### src/rtl/uart_rx_fifo.sv
// 8N1 UART receiver with runtime bit period feeding a first-word fall-through FIFO.
// Sticky overrun/framing flags; level interrupt while bytes are waiting.
module uart_rx_fifo #(
  parameter int FIFO_AW = 4,
  parameter int CPB_W   = 12
) (
  input  logic               i_Clk,
  input  logic               i_Rst_L,
  input  logic [CPB_W-1:0]   i_Clk_per_bit,
  input  logic               i_RX_Serial,
  input  logic               i_Rd_En,
  input  logic               i_Clr_Err,
  output logic [7:0]         o_RX_Byte,
  output logic               o_Empty,
  output logic               o_Full,
  output logic [FIFO_AW:0]   o_Count,
  output logic               o_Overrun,
  output logic               o_Frame_Err,
  output logic               o_Irq
);

  localparam int DEPTH = 1 << FIFO_AW;

  localparam logic [2:0] S_IDLE      = 3'd0;
  localparam logic [2:0] S_START     = 3'd1;
  localparam logic [2:0] S_DATA      = 3'd2;
  localparam logic [2:0] S_STOP      = 3'd3;
  localparam logic [2:0] S_WAIT_IDLE = 3'd4;

  localparam logic [CPB_W-1:0] CPB_ONE = CPB_W'(1);
  localparam logic [FIFO_AW:0] PTR_ONE = (FIFO_AW + 1)'(1);

  logic [1:0]         sync_q;
  logic               rx_s;
  logic [2:0]         state_q, state_d;
  logic [CPB_W-1:0]   cpb_q, cpb_d;
  logic [CPB_W-1:0]   cnt_q, cnt_d;
  logic [2:0]         idx_q, idx_d;
  logic [7:0]         shift_q, shift_d;
  logic [CPB_W-1:0]   half_m1, bit_m1;
  logic               push, frame_set;

  logic [FIFO_AW:0]   wr_ptr_q, rd_ptr_q, count_q;
  logic               overrun_q, frame_err_q;
  logic [7:0]         mem [DEPTH];
  logic               empty, full, pop, wr_en, overrun_set;

  assign rx_s    = sync_q[1];
  assign half_m1 = (cpb_q >> 1) - CPB_ONE;
  assign bit_m1  = cpb_q - CPB_ONE;

  // NOTE: every always_comb output gets a default first so no path can infer a latch.
  always_comb begin
    state_d   = state_q;
    cpb_d     = cpb_q;
    cnt_d     = cnt_q;
    idx_d     = idx_q;
    shift_d   = shift_q;
    push      = 1'b0;
    frame_set = 1'b0;
    case (state_q)
      S_IDLE: begin
        if (!rx_s) begin
          cpb_d   = i_Clk_per_bit;
          cnt_d   = '0;
          state_d = S_START;
        end
      end
      S_START: begin
        if (cnt_q == half_m1) begin
          if (!rx_s) begin
            state_d = S_DATA;
            cnt_d   = '0;
            idx_d   = '0;
          end else begin
            state_d = S_IDLE;
          end
        end else begin
          cnt_d = cnt_q + CPB_ONE;
        end
      end
      S_DATA: begin
        if (cnt_q == bit_m1) begin
          cnt_d          = '0;
          shift_d[idx_q] = rx_s;
          if (idx_q == 3'd7) state_d = S_STOP;
          else               idx_d   = idx_q + 3'd1;
        end else begin
          cnt_d = cnt_q + CPB_ONE;
        end
      end
      S_STOP: begin
        if (cnt_q == bit_m1) begin
          cnt_d = '0;
          if (rx_s) begin
            push    = 1'b1;
            state_d = S_IDLE;
          end else begin
            frame_set = 1'b1;
            state_d   = S_WAIT_IDLE;
          end
        end else begin
          cnt_d = cnt_q + CPB_ONE;
        end
      end
      S_WAIT_IDLE: begin
        if (rx_s) state_d = S_IDLE;
      end
      default: state_d = S_IDLE;
    endcase
  end

  assign empty       = (wr_ptr_q == rd_ptr_q);
  assign full        = (wr_ptr_q[FIFO_AW] != rd_ptr_q[FIFO_AW]) &&
                       (wr_ptr_q[FIFO_AW-1:0] == rd_ptr_q[FIFO_AW-1:0]);
  assign pop         = i_Rd_En && !empty;
  assign wr_en       = push && (!full || pop);
  assign overrun_set = push && full && !pop;

  // NOTE: sequential state uses non-blocking assignments so all flops update together.
  always_ff @(posedge i_Clk) begin
    if (!i_Rst_L) begin
      sync_q      <= 2'b11;
      state_q     <= S_IDLE;
      cpb_q       <= '0;
      cnt_q       <= '0;
      idx_q       <= '0;
      shift_q     <= '0;
      wr_ptr_q    <= '0;
      rd_ptr_q    <= '0;
      count_q     <= '0;
      overrun_q   <= 1'b0;
      frame_err_q <= 1'b0;
    end else begin
      sync_q  <= {sync_q[0], i_RX_Serial};
      state_q <= state_d;
      cpb_q   <= cpb_d;
      cnt_q   <= cnt_d;
      idx_q   <= idx_d;
      shift_q <= shift_d;
      if (wr_en) wr_ptr_q <= wr_ptr_q + PTR_ONE;
      if (pop)   rd_ptr_q <= rd_ptr_q + PTR_ONE;
      case ({wr_en, pop})
        2'b10:   count_q <= count_q + PTR_ONE;
        2'b01:   count_q <= count_q - PTR_ONE;
        default: count_q <= count_q;
      endcase
      // A new error outranks a clear arriving in the same cycle.
      if (overrun_set)    overrun_q <= 1'b1;
      else if (i_Clr_Err) overrun_q <= 1'b0;
      if (frame_set)      frame_err_q <= 1'b1;
      else if (i_Clr_Err) frame_err_q <= 1'b0;
    end
  end

  // NOTE: the storage array is not reset; the pointers alone define which entries are valid.
  always_ff @(posedge i_Clk) begin
    if (i_Rst_L && wr_en) mem[wr_ptr_q[FIFO_AW-1:0]] <= shift_q;
  end

  assign o_RX_Byte   = empty ? 8'h00 : mem[rd_ptr_q[FIFO_AW-1:0]];
  assign o_Empty     = empty;
  assign o_Full      = full;
  assign o_Irq       = ~empty;
  assign o_Count     = count_q;
  assign o_Overrun   = overrun_q;
  assign o_Frame_Err = frame_err_q;

endmodule

### config.mk
export PLATFORM = sky130hd
export DESIGN_NAME = uart_rx_fifo
export DESIGN_NICKNAME = d
export VERILOG_FILES = /design/src/rtl/uart_rx_fifo.sv
export SDC_FILE = /design/constraint.sdc
export NUM_CORES = 1
export LEC_CHECK = 0
export ABC_AREA = 0
export CORE_MARGIN = 2
export CORE_UTILIZATION = 30
export CTS_BUF_LIST = sky130_fd_sc_hd__clkbuf_8
export DETAILED_ROUTE_END_ITERATION = 16
export PLACE_DENSITY = 0.5
export REMOVE_ABC_BUFFERS = 1
export SETUP_SLACK_MARGIN = 0.4
export SLEW_MARGIN = 20
export SYNTH_ARGS = -nofsm -noshare
export SYNTH_HDL_FRONTEND = slang
export SYNTH_SLANG_ARGS = --single-unit
### constraint.sdc
create_clock -name i_Clk -period 4.9 [get_ports i_Clk]
set_clock_uncertainty 0.1 [all_clocks]
set_input_delay 0.735 -clock i_Clk [delete_from_list [all_inputs] [get_ports i_Clk]]
set_output_delay 0.735 -clock i_Clk [all_outputs]
set_load 0.01 [all_outputs]
-- Word-level counts from Yosys, hierarchy flattened
Memory sizes are Yosys's and may differ from the RTL's. A register that Yosys moved wholly into a read port is not among the register bits.
Index checks and enable logic that the tools add are counted.
Widths: inputs -> output; s select.
- equal/unequal tests: 20
- reduce and logical (&&, ||, !) cells: 22
- bitwise operators: 2
- add/subtract/negate cells: 8
- multiplexer cells: 36
- magnitude comparators: 2
- operators with widths (kind ; count):
    $mux 12 ; 3
    $pmux 12 s3 ; 1
    $mux 3 ; 11
    $eq 12x12->1 ; 2
    $ne 2x2->1 const B ; 8
    $add 5x1->5 const B ; 3
    $pmux 3 s5 ; 1
    $add 12x1->12 const B ; 1
    $mux 1 ; 12
    $sub 11x1->12 const B ; 1
    $sub 12x1->12 const B ; 1
    $pmux 5 s2 ; 1
    $bwmux 8 ; 1
    $mux 4 ; 2
    $mux 8 ; 1
    $reduce_bool 2->1 ; 4
    $logic_and 1x1->1 ; 7
    $eq 3x2->1 const B ; 2
    $eq 3x3->1 const B ; 2
    $pmux 3 s2 ; 1
    $reduce_and 6->1 ; 1
    $eq 5x5->1 ; 1
    $reduce_and 5->1 ; 1
    $sub 5x1->5 const B ; 1
    other kinds (17) ; 21
- bits in registers: 57
- input bits: 17
- memories kept: 1
- bits in writable memories: 128
- memory list (name ; depth ; width ; read ports ; clocked after Yosys merged registers in ; write ports ; RTL line ; text):
    mem ; 16 ; 8 ; 1 ; 1 ; 1 ; 45 ; logic [7:0] mem [DEPTH];

-- Depth between registers and ports, before layout
Gate-level depths: netlist of the first run.
- depth after elaboration: 8
- depth in mapped cells: 18
- gate-level depth less buffers: 16

-- Least setup slack after synthesis of the first run
Ideal clock, no wire load.
- path type: register to register
- start point: register cpb_q[2]
- end point: register count_q[4] (netlist: o_Count[4])
- period minus slack after synthesis: 4003 ps
- cell stages (with the launch flop): 17
- slack: 897 ps
- data required time: 4682 ps
- path buffers: 2
- arrival: 3785 ps
- cells stage by stage: dfxtp_1 -> buf_6 -> inv_1 -> ha_1 -> buf_2 -> or4b_1 -> or4_1 -> a222oi_1 -> o21ai_0 -> or3_1 -> and2_1 -> ha_1 -> a21o_1 -> a21oi_1 -> nor4_1 -> a31o_2 -> mux2i_1
- longest elaborated chain between the ends: 7
- elaborated cells on any way between the ends: 9
- classes of those cells: 1 x add/sub; 3 x eq/ne; 3 x mux; 2 x reduce/logical
- ends and longest elaborated chain (element ; RTL line ; text):
    start: declaration ; 36 ; logic [CPB_W-1:0] cpb_q, cpb_d;
    start signal: assignment ; 137 ; cpb_q <= cpb_d;
    $sub 12x1->12 (*) ; 50 ; assign bit_m1 = cpb_q - CPB_ONE;
    $eq 12x12->1 (*) ; 93 ; if (cnt_q == bit_m1) begin
    $mux 1 (*) ; 93 ;
    $mux 1 (*) ; 61 ; case (state_q)
    $logic_and 1x1->1 (*) ; 117 ; assign wr_en = push && (!full || pop);
    $eq 2x1->1 / $eq 2x2->1 (equally long branches) ; 143 ; case ({wr_en, pop})
    $pmux 5 s2 / $reduce_bool 2->1 (equally long branches) ; - ;
    end signal: assignment ; 144 ; 2'b10: count_q <= count_q + PTR_ONE;
    end signal: assignment ; 145 ; 2'b01: count_q <= count_q - PTR_ONE;
    end signal: assignment ; 146 ; default: count_q <= count_q;
    end: declaration ; 43 ; logic [FIFO_AW:0] wr_ptr_q, rd_ptr_q, count_q;
Every way passes the cells marked *; elsewhere a longest branch is shown, timed or not.
A chain may end at the register's enable or synchronous reset.

-- Final worst setup path of the first run
- start point: register cpb_q[0]
- end point: memory mem[3][4], enable pin
- longest elaborated chain between the ends: 8
- ends and longest elaborated chain (element ; RTL line ; text):
    $sub 12x1->12 ; 50 ;
    $eq 12x12->1 ; 93 ;
    $mux 1 ; 93 ;
    $mux 1 ; 61 ;
    $logic_and 1x1->1 ; 117 ;
    $logic_and 1x1->1 ; 158 ; if (i_Rst_L && wr_en) mem[wr_ptr_q[FIFO_AW-1:0]] <= shift_q;
    $mux 1 ; 158 ;
    $mux 1 (not written as such) ; 158 ;
    end: declaration ; 45 ;
Every way passes these cells.

==> flow_metrics.py, run 1 <==
metrics = {
    "route": {
        "drt_first_pass_iters": 6,
        "dr_total_vias": 5576,
        "drc": 0,
        "drt_iter0_markers": 368,
        "route.top_layer_used": "met4",
        "avgRoutedWirePerCell_um": 17.7,
        "drt-met1-wl_um": 9440,
        "wl_um": 20000,
        "vias_per_cell": 4.94,
        "wl_met3_um": 730,
        "wl_met2_um": 9610,
        "final_antenna_net_count": 0,
    },
    "logic_synthesis": {
        "synthTopCellsByArea": "edfxtp_1 44%, dfxtp_1 14%, mux4_2 8.2%, nand2_1 3.2%, mux2i_1 2.9%",
        "ys.flop_type": "edfxtp_1",
        "synth-seq-cells": 189,
        "synthCells": 709,
        "synthArstFlopShare_pct": 0,
        "synth_top_area_cell": "edfxtp_1",
        "synth-edff-count": 128,
        "synth_top_area_share_pct": 43.5,
        "ys_warn_count": 0,
        "synthDistinctLibCells": 62,
        "synth_area_sq_um": 8830,
        "ys_seq_area_share_pct": 57.4,
        "syn_avg_cell_area_sq_um": 12.5,
    },
    "sta": {
        "finalMaxSlewViolations": 0,
        "period_share_pct": 86.5,
        "max_freq_mhz": 236,
        "setup_viol_count_final": 0,
        "worstMarginPinSlew_ns": 1.06,
        "maxSlewHeadroom_pct": 29.4,
        "rsz0062_at_grt": "false",
        "finalHoldViolCount": 0,
        "fin_crit_ns": 4.24,
        "fin_setup_tns_ns": 0,
    },
    "grt": {
        "grt_pass1_wl_um": 31700,
        "grt_max_degree": 37,
        "grt_remaining_overflow": 0,
        "grt_use_total_pct": 13.4,
        "grt_antenna_before_repair": 0,
        "grt_pass1_vias": 5546,
    },
    "pwr": {
        "vdd_drop_max_mv": 0.121,
        "swShare_pct": 26.6,
        "p_leak_nw": 3.34,
        "internal_power_w": 0.00215,
        "cellPowerDensity_nw_per_um2": 292,
        "p_comb_share_pct": 4.1,
        "switchingPower_w": 0.000782,
        "p_seq_share_pct": 57.8,
        "power_frac_clock_pct": 38.1,
    },
    "worst_setup_path": {
        "reg2reg_slack_ns": 0.66,
        "critPathLaunch": "cpb_q[0]$_SDFFE_PN0P_",
        "timing.critical_path.from_type": "flip-flop",
        "critical_path_peak_fanout": 8,
        "crit_chain": "inv_1 > ha_1 > or3b_1 > or4_4 > a211oi_2 > nand4b_2 > or4_4 > or3_1 > nor2_1",
        "max_stage_delay_ns": 0.59,
        "crit_top_cell": "or4_4",
        "cp_data_required_time_ns": 4.91,
        "end_kind": "flip-flop",
        "cp_num_buf_inv": 1,
        "crit_slowest_cell": "nor2_1",
        "worst-setup-path-type": "reg2reg",
        "worstRegToRegCells": 9,
        "cp_data_arrival_time_ns": 4.25,
        "reg2reg_to": "mem[3][4]$_DFFE_PP_",
        "cp_top_family": "simple AND/OR/NAND/NOR gates",
        "worstReg2RegStart": "cpb_q[0]$_SDFFE_PN0P_",
    },
    "hold_path": {
        "hold_end": "sync_q[1]$_SDFF_PN1_",
        "hold_class": "reg2reg",
        "hold_depth": 1,
        "hp-start": "sync_q[0]$_SDFF_PN1_",
    },
    "die": {
        "ios": 35,
        "num_rows": 62,
        "die_w_um": 176,
        "core_sq_um": 28900,
        "die_area_sq_um": 30800,
        "fp.dieH_um": 176,
        "initial_core_util_pct": 30.6,
    },
    "place": {
        "hpwl_um": 13500,
        "io_buffers": 34,
        "placed_area_sq_um": 9600,
        "routabilityCongestion": 0.855,
    },
    "cts": {
        "cts_setup_buffers": 0,
        "cts_buffers": 17,
        "cts_root_buf": "clkbuf_8",
        "cts_buffer_depth": 2,
        "clk_pin_slew_ns": 0.12,
        "clock-sinks": 189,
        "cts_tree": "yes",
        "insertion_delay_ns": 0.48,
        "h-tree-depth": 4,
    },
    "layout": {
        "final_cell_area_sq_um": 10100,
        "final_core_utilization_pct": 34.9,
        "layout.nets": 762,
        "area_growth_pct": 14.0,
        "layout-drive-gt1-share_pct": 12.8,
        "antennaDiodeCount": 0,
    },
    "job": {
        "cap_violations": 0,
    },
    "outcome": {
        "status": "finished clean",
    },
}
## metrics by stage
| step | total power, W | hold slack, ns | worst slack, ns | std cells |
|---|---|---|---|---|
| 2_1_floorplan | 0.00181 | 0.286 | 0.927 | 662 |
| 3_3_place_gp | 0.00185 | 0.292 | 0.629 | 1096 |
| 3_5_place_dp | 0.00185 | 0.305 | 0.568 | 1096 |
| 4_1_cts | 0.00297 | 0.339 | 0.523 | 1128 |
| 5_1_grt | 0.00304 | 0.385 | 0.412 | 1128 |
| 6_report | 0.00293 | 0.336 | 0.661 | 1128 |
## state kept, by name, indices dropped and copies added (netlist names), named ones only
register     count
o_Overrun        1
state_q          3
cnt_q           12
cpb_q           12
sync_q           2
idx_q            3
rd_ptr_q         5
mem            128
wr_ptr_q         5
shift_q          8
o_Count          5
o_Frame_Err      1
## cell usage in the layout, fill, tap and decap left out, types with 11 or more instances in the layout
master	n
ha_1	12
xor2_1	14
a21oi_1	28
nand3_1	17
nor2_1	42
mux2i_1	26
xnor2_1	23
buf_4	15
nor3_1	11
edfxtp_1	128
mux4_2	32
o21ai_0	11
nor2b_1	12
inv_1	20
clkdlybuf4s50_1	34
nand2_1	75
a211oi_1	16
clkbuf_8	17
nand4_1	11
dfxtp_1	60
## final cells by class
type,instances,area [sq um]
fill,2833,18800
tap,384,480
inverter,21,78.8
clock inverter,15,215
timing repair buffer,50,473
clock buffer,17,234
multi-input combinational,452,3520
sequential,189,5070
## per-layer routing
layer	track usage, %	vias up
li1	-	2718
met1	18.0	2723
met2	22.2	122
met3	3.10	13
met4	3.10	0
met5	0	-
## cells in the mapped netlist, drive strengths merged, types with 11 or more instances
master and count:
nor3 12, xnor2 23, nand4 11, dfxtp 61
mux4 32, a211oi 17, edfxtp 128, nand2 75
xor2 14, nand3 17, clkbuf 35, o21ai 13
nor2b 12, a21oi 29, ha 13, nor2 42
mux2i 26, buf 12, inv 20
## power by group through the flow
stage	Combinational, W	Clock, W	Sequential, W
final	0.000121	0.00112	0.00170
after global routing	0.000134	0.00121	0.00170
after CTS	0.000120	0.00115	0.00170
after detailed placement	0.000120	0	0.00173
after global placement	0.000120	0	0.00173
after floorplan	0.0000784	0	0.00173
## worst max path at each step
stage	end	slack, ns	cells after the start
finish	mem[3][4]$_DFFE_PP_	0.66	9
global route	mem[3][4]$_DFFE_PP_	0.41	9
CTS	o_Count[4]$_SDFFE_PN0P_	0.52	14
detailed placement	o_Count[4]$_SDFFE_PN0P_	0.57	14
global placement	o_Count[4]$_SDFFE_PN0P_	0.63	14
floorplan	o_Count[4]$_SDFFE_PN0P_	0.93	14
## repair_timing
action,CTS,global route
hold buffers,0,0
gates resized for setup,0,2
endpoints found under the setup margin,0,1
## cell families (layout without fill, tap and decap cells)
| logic type | Yosys count | count (layout) | synth area share (%) |
|---|---|---|---|
| AOI/OAI and AO/OA | 105 | 105 | 8.21 |
| xor gates and xnor gates | 40 | 40 | 4.44 |
| adders and majority gates | 14 | 14 | 2.07 |
| buffers and inverters | 68 | 103 | 3.05 |
| DFF | 189 | 189 | 57.4 |
| muxes | 58 | 58 | 11.1 |
| and+or+nand+nor | 235 | 235 | 13.7 |
No activity file was read; power rests on OpenSTA's default activity.
==> run 2: changes to the inputs <==
CTS_BUF_LIST = sky130_fd_sc_hd__clkbuf_4 sky130_fd_sc_hd__clkbuf_8 sky130_fd_sc_hd__clkbuf_16   (was sky130_fd_sc_hd__clkbuf_8)
==> flow_metrics.py, run 2 (same netlist as run 1, synthesis figures left out) <==
metrics = {
    "grt": {
        "grt_use_total_pct": 13.4,
        "grt_pass1_vias": 5548,
        "grt_max_degree": 37,
        "grt_remaining_overflow": 0,
        "grt_antenna_before_repair": 0,
        "grt_pass1_wl_um": 31900,
    },
    "worst_setup_path": {
        "max_stage_delay_ns": 0.49,
        "cp_num_buf_inv": 1,
        "worst-setup-path-type": "reg2reg",
        "cp_data_required_time_ns": 5.13,
        "end_kind": "flip-flop",
        "critPathLaunch": "cpb_q[2]$_SDFFE_PN0P_",
        "crit_chain": "inv_1 > ha_2 > or4b_1 > or4_1 > a222oi_1 > o21ai_1 > or3_1 > and2_1 > ha_1 > a21o_1 > a21oi_1 > nor4_1 > a31o_2 > mux2i_1",
        "timing.critical_path.from_type": "flip-flop",
        "critical_path_peak_fanout": 9,
        "worstReg2RegStart": "cpb_q[2]$_SDFFE_PN0P_",
        "cp_top_family": "simple AND/OR/NAND/NOR gates",
        "cp_data_arrival_time_ns": 4.46,
        "crit_slowest_cell": "or4b_1",
    },
    "layout": {
        "final_cell_mix": "128 x edfxtp_1, 75 x nand2_1, 60 x dfxtp_1, 42 x nor2_1, 34 x clkdlybuf4s50_1",
        "final_core_utilization_pct": 35.5,
        "area_growth_pct": 16.2,
        "layout-drive-gt1-share_pct": 12.8,
        "layout_commonest_cell": "edfxtp_1",
        "nFillCells": 2814,
        "antennaDiodeCount": 0,
        "largest_reg_flops": 128,
        "layout.nets": 762,
    },
    "die": {
        "num_rows": 62,
        "ios": 35,
        "die_area_sq_um": 30800,
        "fp.dieH_um": 176,
        "core_sq_um": 28900,
        "die_w_um": 176,
        "initial_core_util_pct": 30.6,
    },
    "cts": {
        "clk_pin_slew_ns": 0.08,
        "cts_buffer_depth": 2,
        "cts_root_buf": "clkbuf_16",
        "insertion_delay_ns": 0.43,
        "h-tree-depth": 4,
        "cts_tree": "yes",
        "clock-sinks": 189,
        "cts_buffers": 17,
    },
    "pwr": {
        "cellPowerDensity_nw_per_um2": 319,
        "p_leak_nw": 3.43,
        "vdd_drop_max_mv": 0.207,
    },
    "route": {
        "drc": 0,
        "vias_per_cell": 4.95,
        "drt_first_pass_iters": 5,
        "dr_total_vias": 5582,
        "avgRoutedWirePerCell_um": 17.7,
        "final_antenna_net_count": 0,
        "drt_iter0_markers": 379,
        "wl_um": 20000,
    },
    "place": {
        "routabilityCongestion": 0.855,
        "io_buffers": 34,
        "hpwl_um": 13500,
    },
    "hold_path": {
        "hold_class": "reg2reg",
        "hp-start": "sync_q[0]$_SDFF_PN1_",
    },
    "sta": {
        "period_share_pct": 86.4,
        "maxSlewHeadroom_pct": 27.6,
        "max_freq_mhz": 236,
        "fin_setup_tns_ns": 0,
        "finalHoldViolCount": 0,
        "hold_slack_ns": 0.328,
        "worstMarginPinSlew_ns": 1.08,
        "setup_viol_count_final": 0,
        "finalMaxSlewViolations": 0,
        "fin_crit_ns": 4.23,
        "rsz0062_at_grt": "false",
    },
    "job": {
        "cap_violations": 0,
    },
    "outcome": {
        "status": "finished clean",
    },
}
==> run 2: area by class of cell <==
type / instances / area, sq um / area share (%)
flip-flops and latches: 189 / 5070 / 49.4
inverters: 21 / 78.8 / 0.769
clock inverters: 15 / 215 / 2.10
multi-input cells: 452 / 3520 / 34.3
repair buffers: 50 / 473 / 4.61
clock buffers: 17 / 425 / 4.15
well taps: 384 / 480 / 4.69
==> run 2: metal layers <==
| layer | GRT usage [%] | routed length, um | up-vias | share of wire [%] |
|---|---|---|---|---|
| li1 | - | - | 2722 | - |
| met1 | 18.1 | 9530 | 2742 | 48 |
| met2 | 22.2 | 9590 | 104 | 48 |
| met3 | 2.73 | 622 | 14 | 3.1 |
| met4 | 3.31 | 228 | 0 | 1.1 |
| met5 | 0 | 0 | - | 0 |
==> run 2: repair_timing <==
action | in CTS | in global routing
hold buffers | 0 | 0
endpoints found under the setup margin | 0 | 1
buffers inserted | 0 | 0
resized for setup | 0 | 2
hold endpoints to repair | 0 | 0
==> run 2: final timing paths <==
path,endpoint,slack [ns],cells after the start
hold / removal,sync_q[1]$_SDFF_PN1_,0.33,1
setup / recovery,o_Count[4]$_SDFFE_PN0P_,0.67,14
setup reg to reg,o_Count[4]$_SDFFE_PN0P_,0.67,14
hold reg to reg,sync_q[1]$_SDFF_PN1_,0.33,1
==> run 2: through the flow <==
step                      setup WS [ns]  power, W  cells  area, sq um
after CTS                         0.533   0.00331   1128        10200
after global routing              0.436   0.00338   1128        10300
final                             0.668   0.00327   1128        10300
after floorplan                   0.927   0.00181    662         8640
after detailed placement          0.568   0.00185   1096         9600
after global placement            0.629   0.00185   1096         9600
==> run 2: power breakdown <==
group	internal, W	total [W]	switching [W]	leakage [nW]
registers	0.00168	0.00170	0.0000115	1.75
logic	0.0000539	0.000121	0.0000673	1.38
clock network	0.000716	0.00146	0.000739	0.303
total	0.00245	0.00327	0.000818	3.43
==> run 2: worst reg2reg max path, delay by kind of cell (launching register included) <==
kind,cells,cell delay (ns)
adders and majority gates,2,0.60
buffers and inverters,1,0.09
muxes,1,0.11
DFF,1,0.40
and+or+nand+nor,5,1.70
AOI/OAI and AO/OA,5,1.15
